`config.mk`:
```
export PLATFORM = sky130hd
export DESIGN_NAME = digitube_latch
export DESIGN_NICKNAME = d
export VERILOG_FILES = /design/src/rtl/digitube_pkg.sv /design/src/rtl/digitube_stable.sv /design/src/rtl/digitube_latch.sv
export SDC_FILE = /design/constraint.sdc
export NUM_CORES = 1
export LEC_CHECK = 0
export ABC_AREA = 0
export CORE_MARGIN = 4
export CORE_UTILIZATION = 50
export CTS_CLUSTER_SIZE = 20
export DETAILED_ROUTE_END_ITERATION = 16
export GPL_TIMING_DRIVEN = 0
export PLACE_DENSITY = 0.74
export SYNTH_ARGS = -nofsm -noshare
export SYNTH_HDL_FRONTEND = slang
export SYNTH_SLANG_ARGS = --single-unit
export TNS_END_PERCENT = 10
```
`constraint.sdc`:
```
create_clock -name clk -period 2.2 [get_ports clk]
set_input_delay 0.44 -clock clk [delete_from_list [all_inputs] [get_ports clk]]
set_output_delay 0.44 -clock clk [all_outputs]
set_load 0.01 [all_outputs]
```
`src/rtl/digitube_pkg.sv`:
```
// Shared helpers for the digit-tube scan-to-static latch: width math,
// blank pattern and per-digit slice indexing.
package digitube_pkg;

  // Largest pattern width supported; narrower uses take the low bits.
  localparam logic [63:0] SEG_BLANK = '1;

  function automatic int unsigned clog2(input int unsigned v);
    int unsigned r;
    r = 0;
    for (longint unsigned p = 1; p < longint'(v); p = p << 1) begin
      r++;
    end
    return r;
  endfunction

  // Bits needed to hold 0..maxv, never less than one.
  function automatic int unsigned width_for(input int unsigned maxv);
    int unsigned w;
    w = clog2(maxv + 1);
    return (w == 0) ? 1 : w;
  endfunction

  function automatic int unsigned slice_lo(input int unsigned idx, input int unsigned w);
    return idx * w;
  endfunction

endpackage

```
`src/rtl/digitube_stable.sv`:
```
// Input stability filter: flags when the sampled bus has stayed unchanged
// for STABLE_CYC further edges after it first appeared.
module digitube_stable
  import digitube_pkg::*;
#(
  parameter int unsigned W          = 12,
  parameter int unsigned STABLE_CYC = 2
) (
  input  logic         clk,
  input  logic         reset,
  input  logic [W-1:0] din,
  output logic         stable_c
);

  localparam int unsigned       CNT_W   = width_for(STABLE_CYC);
  localparam logic [CNT_W-1:0]  CNT_MAX = CNT_W'(STABLE_CYC);
  localparam logic [CNT_W-1:0]  CNT_THR = CNT_W'(STABLE_CYC - 1);

  logic [W-1:0]     in_q;
  logic [CNT_W-1:0] stab_cnt;
  logic             same_c;

  assign same_c   = (din == in_q);
  assign stable_c = same_c && (stab_cnt >= CNT_THR);

  // Saturating run-length counter; any change restarts filtering.
  always_ff @(posedge clk) begin
    if (!reset) begin
      in_q     <= '0;
      stab_cnt <= '0;
    end else begin
      in_q <= din;
      if (!same_c) begin
        stab_cnt <= '0;
      end else if (stab_cnt != CNT_MAX) begin
        stab_cnt <= stab_cnt + CNT_W'(1);
      end
    end
  end

endmodule

```
`src/rtl/digitube_latch.sv`:
```
// Scan-to-static digit-tube latch: holds each digit's segment pattern between
// scan visits, with glitch filtering, refresh timeout and multi-hot detection.
module digitube_latch
  import digitube_pkg::*;
#(
  parameter int unsigned DIGITS     = 4,
  parameter int unsigned SEG_W      = 8,
  parameter bit          AN_ACT_LOW = 1'b0,
  parameter int unsigned STABLE_CYC = 2,
  parameter int unsigned TIMEOUT    = 1000
) (
  input  logic                      clk,
  input  logic                      reset,
  input  logic [DIGITS-1:0]         scan_an,
  input  logic [SEG_W-1:0]          scan_seg,
  input  logic                      err_clr,
  output logic [DIGITS*SEG_W-1:0]   digi_out,
  output logic [DIGITS-1:0]         digi_valid,
  output logic                      err_multi
);

  localparam int unsigned       AGE_W   = width_for(TIMEOUT);
  localparam logic [AGE_W-1:0]  AGE_MAX = AGE_W'(TIMEOUT);
  localparam logic [SEG_W-1:0]  BLANK   = SEG_W'(SEG_BLANK);

  logic [DIGITS-1:0] an;
  logic              stable_c;
  logic              an_one_c;
  logic              an_multi_c;

  assign an = AN_ACT_LOW ? ~scan_an : scan_an;

  digitube_stable #(
    .W          (DIGITS + SEG_W),
    .STABLE_CYC (STABLE_CYC)
  ) u_stable (
    .clk      (clk),
    .reset    (reset),
    .din      ({an, scan_seg}),
    .stable_c (stable_c)
  );

  assign an_one_c   = (an != '0) && ((an & (an - DIGITS'(1))) == '0);
  assign an_multi_c = (an != '0) && !an_one_c;

  // Sticky multi-hot flag; a fresh multi-hot sample beats a clear.
  always_ff @(posedge clk) begin
    if (!reset) begin
      err_multi <= 1'b0;
    end else if (stable_c && an_multi_c) begin
      err_multi <= 1'b1;
    end else if (err_clr) begin
      err_multi <= 1'b0;
    end
  end

  for (genvar i = 0; i < DIGITS; i++) begin : g_digit
    logic [SEG_W-1:0] seg_q;
    logic [AGE_W-1:0] age_q;
    logic [AGE_W-1:0] age_nxt_c;
    logic             valid_q;
    logic             wr_c;

    assign wr_c      = stable_c && an_one_c && an[i];
    assign age_nxt_c = (age_q == AGE_MAX) ? age_q : age_q + AGE_W'(1);

    // Write restarts the age; otherwise age saturates and blanks at TIMEOUT.
    always_ff @(posedge clk) begin
      if (!reset) begin
        seg_q   <= BLANK;
        age_q   <= AGE_MAX;
        valid_q <= 1'b0;
      end else if (wr_c) begin
        seg_q   <= scan_seg;
        age_q   <= '0;
        valid_q <= 1'b1;
      end else if (TIMEOUT != 0) begin
        age_q <= age_nxt_c;
        if (age_nxt_c == AGE_MAX) begin
          valid_q <= 1'b0;
        end
      end
    end

    assign digi_valid[i]                         = valid_q;
    assign digi_out[slice_lo(i, SEG_W) +: SEG_W] = valid_q ? seg_q : BLANK;
  end

endmodule

```
# --- After elaboration in Yosys (flattened, before gate mapping) ---
# Index checks and enable logic that the tools add are counted.
totals:
  elab_cells: 82
  output_inout_bits: 37
  reg_bits: 91
  inputBits: 15
classes:
  n_reduce_logical: 22
  magnitude_cmp: 1
  eq_ne: 10
  n_mux: 22
  bitwise_logic: 2
  add_sub_neg: 6
ops:
  columns: ["operator", "count"]
  rows:
  - ["10-bit equality test (second input constant)", 8]
  - ["10-bit two-way mux", 8]
  - ["10-bit by 1-bit adder with 10-bit output (second input constant)", 4]
  - ["8-bit two-way mux", 4]
  - ["12-bit equality test", 1]
  - ["1-bit two-way mux", 10]
  - ["2-bit nonzero test", 5]
  - ["1-bit logical AND", 9]
  - ["2-bit OR reduction", 4]
  - ["4-bit bitwise AND", 1]
  - ["4-bit logical NOT", 1]
  - ["4-bit nonzero test", 1]
  - ["4-bit by 1-bit subtractor with 4-bit output (second input constant)", 1]
  - ["2-bit by 1-bit adder with 2-bit output (second input constant)", 1]
  - ["2-bit by 1-bit >= comparator with 1-bit output (second input constant)", 1]
  - ["2-bit != test (second input constant)", 1]
  - ["2-bit AND reduction", 1]
  - ["1-bit logical NOT", 1]
  - ["1-bit NOT", 1]

# --- Depth between registers and ports, before layout ---
depth:
  word_depth: 8
  mapped_depth: 8

# --- Modules after synthesis ---
# Synthesis repeated with hierarchy kept, for this count alone.
unflattened:
  cells_unflattened: 546
  hier_area_um2: 4543.1
by_module_without_submodules:
  columns: ["mod", "cells_per_inst", "n_inst", "area_each_um2", "seq_area_each_um2"]
  rows:
  - ["digitube_latch", 493, 1, 3981.3, 1541.5]
  - ["digitube_stable", 53, 1, 561.8, 280.3]

# --- Worst setup path before layout ---
# OpenSTA, ideal clock, no wires.
synth_path:
  path_type: "input port to flip-flop"
  from: "input port scan_an[1]"
  to: "register g_digit[3].seg_q[4]"
  required_time_ns: 2.071
  slack_ns: -0.136
  setup_ns: 0.129
  arrival_time_ns: 2.206
  cell_stages: 8
  path_cell_list: "clkbuf_1 -> xor2_1 -> nor4_1 -> nand3_2 -> nor4_4 -> buf_6 -> mux2i_1 -> nand2_1"
synth_via:
  elab_chain_cells: 6
  elab_cells_between_ends: 9
synth_rtl:
  columns: ["item", "line_no", "rtl"]
  rows:
  - ["from (decl)", "digitube_latch.sv:14", "input logic [DIGITS-1:0] scan_an,"]
  - ["4-bit by 1-bit subtractor with 4-bit output", "digitube_latch.sv:43", "assign an_one_c = (an != '0) && ((an & (an - DIGITS'(1))) == '0);"]
  - ["4-bit bitwise AND", "digitube_latch.sv:43", null]
  - ["4-bit logical NOT", "digitube_latch.sv:43", null]
  - ["1-bit logical AND", "digitube_latch.sv:43", null]
  - ["1-bit logical AND (*) (2 in series)", "digitube_latch.sv:64", "assign wr_c = stable_c && an_one_c && an[i];"]
  - ["to (signal assigned)", "digitube_latch.sv:74", "seg_q <= scan_seg;"]
  - ["to (decl)", "digitube_latch.sv:58", "logic [SEG_W-1:0] seg_q;"]
# Every way passes the cells marked *; elsewhere a longest branch is shown, timed or not.
# A chain may end at the register's enable or synchronous reset.

# --- Worst setup path after layout ---
layout_path:
  from: "input port scan_seg[3]"
  to: "register g_digit[1].seg_q[1]"
layout_via:
  elab_chain_cells: 4
layout_rtl:
  columns: ["item", "line_no", "rtl"]
  rows:
  - ["from (decl)", "digitube_latch.sv:15", "input logic [SEG_W-1:0] scan_seg,"]
  - ["12-bit equality test", "digitube_stable.sv:23", "assign same_c = (din == in_q);"]
  - ["1-bit logical AND", "digitube_stable.sv:24", "assign stable_c = same_c && (stab_cnt >= CNT_THR);"]
  - ["1-bit logical AND (2 in series)", "digitube_latch.sv:64", null]
  - ["to (signal assigned)", "digitube_latch.sv:74", null]
  - ["to (decl)", "digitube_latch.sv:58", null]
# No other way between the ends.

==> qor.txt <==
share of cells above drive strength 1 -> 9.88%
Yosys reg bits -> 91
pwr dens -> 610 mW/mm^2
Cells after Synth -> 525
Critical path origin -> scan_seg[3]
min-delay worst type -> input port to flop
CP Capture Type -> flop
commonest cells after routing, fill and taps aside -> dfxtp_1, nand2_1, clkdlybuf4s50_1
post-route ant nets -> 0
Num CTS Buffers -> 9
slew margin rel. -> 58.4%
number of max-cap violations -> 0
syn nets -> 550
flop2flop setup slack -> 90 ps
via count -> 3,749
Core ar. -> 0.00868 sq mm
Crit Reg-Reg Startpoint -> u_stable.in_q[9]
die height -> 102 um
most common cell after layout, fill and taps aside -> dfxtp_1
final WL -> 10.1 mm
Initial Util -> 51.2%
Post-Syn Area -> 0.00444 sq mm
capturing point of the worst reg2reg path -> g_digit[1].seg_q[1]
pin count of the biggest net entering global routing -> 17
Final Non-Filler Cells -> 705
global-route wire length before repair -> 16.6 mm
Arr. time, crit path -> 2370 ps
H-tree Lvls -> 3
Initial DRT Pass Iterations -> 4
Max Clock Freq -> 464 MHz
Final Cycle Share -> 97.9%
Max VDD drop -> 0.000389 V
dpl hpwl -> 7.22 mm
Final setup viols -> 0
I/O pin count -> 52
Pins Over Slew Limit -> 0
CP endpoint -> g_digit[1].seg_q[1]
Total GRT Usage -> 20.1%
Final Cell Area -> 0.00540 sq mm
Critical Path RT -> 2420 ps
Slew @ Worst Pin -> 623 ps
final-layout fill cell count -> 765
Final min period -> 2150 ps
Nets -> 617
R2R depth -> 8
status -> complete, no violations
Most used DFF post-synth -> dfxtp_1
worst-path maximum fanout -> 10
dpl cell area -> 0.00508 sq mm
critical path class -> input port to flop
number of flops mapped to enable cells by yosys -> 0
antenna violations before repair -> 0
die footprint -> 0.0105 sq mm
num rows -> 34
CTS root buffer -> clkbuf_8
Avg WL per Cell -> 14.4 um
placed cells -> 683
DRC -> 0
post-synthesis async set-or-reset flop share -> 0%
clk buf depth -> 2
ANT cells -> 0
layout overhead on the synthesized area -> 21.5%
Worst setup SP type -> input port
global placer's final weighted congestion -> 0.858
Reg clk slew, reported paths -> 90 ps
# port buffers -> 50
Max Clock Skew -> 10.3 ps
DR vias/cell -> 5.32
Final Hold Fails -> 0
clock sinks -> 91
worst skew pair latency -> 360 ps
CTS tree -> done
Die W -> 102 um
syn avg cell area -> 8.46 sq um
Synth warnings -> 0
vias in the first global route -> 3,615
drt initial violations -> 266
post-synthesis sequential area ratio -> 41.0%
Overflow after GRT -> 0
post-synthesis cell type count -> 47
Leak -> 2.15 nW
RSZ-0062 raised after global routing -> yes
## where the power goes
part / total, W / switching (W) / internal, W / leakage, nW
registers: 0.00173 / 0.0000405 / 0.00168 / 0.739
clock network: 0.00114 / 0.000607 / 0.000538 / 0.0975
logic: 0.000423 / 0.000231 / 0.000191 / 1.31
total: 0.00329 / 0.000879 / 0.00241 / 2.15
## per-stage QoR
step | setup WS [ps] | hold slack, ps | total power (W) | utilization, % | TNS [ps]
after floorplan | 59.2 | 432 | 0.00206 | - | 0
after global placement | -971 | 443 | 0.00216 | 58.6 | -63240
after detailed placement | -1080 | 447 | 0.00217 | 58.6 | -70030
after CTS | -17.4 | 451 | 0.00331 | 61.6 | -20.5
after global routing | -50.1 | 413 | 0.00346 | 62.2 | -347
final | 46.5 | 395 | 0.00329 | 62.2 | 0
## critical path, cell delays in order
cell             delay, ps
clkdlybuf4s15_2        270
xor2_1                 200
nor4_2                 360
nand3_2                120
buf_6                  170
or4_1                  460
buf_4                  190
nand2_1                 80
nand3_1                 70
## flip-flops by register name, summed over array words and instances, names as in the netlist
signal,flops
u_stable.stab_cnt,2
u_stable.in_q,12
g_digit.age_q,40
err_multi,1
g_digit.valid_q,4
g_digit.seg_q,32
## logic make-up (layout without fill, tap and decap cells)
group / after synthesis / after routing / share of synthesized area, %
mux: 21 / 21 / 4.73
xor+xnor: 50 / 50 / 9.86
flops: 91 / 91 / 41.0
compound gates: 63 / 63 / 8.31
simple gates: 245 / 245 / 28.7
fa+ha+maj: 10 / 10 / 2.82
buf+inv: 45 / 117 / 4.56
## per-layer routing
layer | routed length (um) | global-route usage [%]
met5 | 0 | 0
met4 | 154 | 6.86
met3 | 566 | 4.91
met2 | 4720 | 32.5
met1 | 4690 | 26.4
## cell usage after synthesis (3+ instances only)
master	count	area, sq um
nand3b_1	3	22.5
nor4_1	7	43.8
clkbuf_1	18	67.6
a31oi_1	3	18.8
inv_1	17	63.8
and4_1	6	52.6
nor3_1	9	45.0
nand2_1	74	278
ha_1	10	125
mux2i_1	21	210
nand4_1	13	81.3
a21oi_1	12	60.1
or3_1	3	18.8
buf_2	3	15.0
xor2_1	29	254
nand2b_1	35	219
nand3_1	32	160
xnor2_1	21	184
and2_1	15	93.8
nor2_1	34	128
buf_4	4	30.0
dfxtp_1	91	1820
o21ai_0	31	155
## worst min-delay path by stage
stage	from	endpoint	cells after the start
after floorplan	g_digit[0].seg_q[0]	g_digit[0].seg_q[0]	2
after global placement	g_digit[0].seg_q[1]	g_digit[0].seg_q[1]	2
after detailed placement	g_digit[0].seg_q[1]	g_digit[0].seg_q[1]	2
after CTS	scan_an[1]	u_stable.in_q[9]	2
after global routing	scan_seg[0]	u_stable.in_q[0]	2
final	scan_an[3]	u_stable.in_q[11]	2
## cell type report
class	count	area, sq um	share of cell area (%)
tap	108	135	2.50
timing repair buffer	56	537	9.94
clock buffer	10	128	2.36
inverter	17	63.8	1.18
buffer	28	145	2.69
clock inverter	6	72.6	1.34
multi-input combinational	389	2500	46.2
sequential	91	1820	33.7
## what timing repair did
item,CTS,global route
endpoints found under the hold margin,0,0
pin swaps,6,4
gates resized for setup,29,22
hold buffers,0,0
endpoints found under the setup margin,77,50
buffers inserted,4,2
No activity file was read; power rests on OpenSTA's default activity.
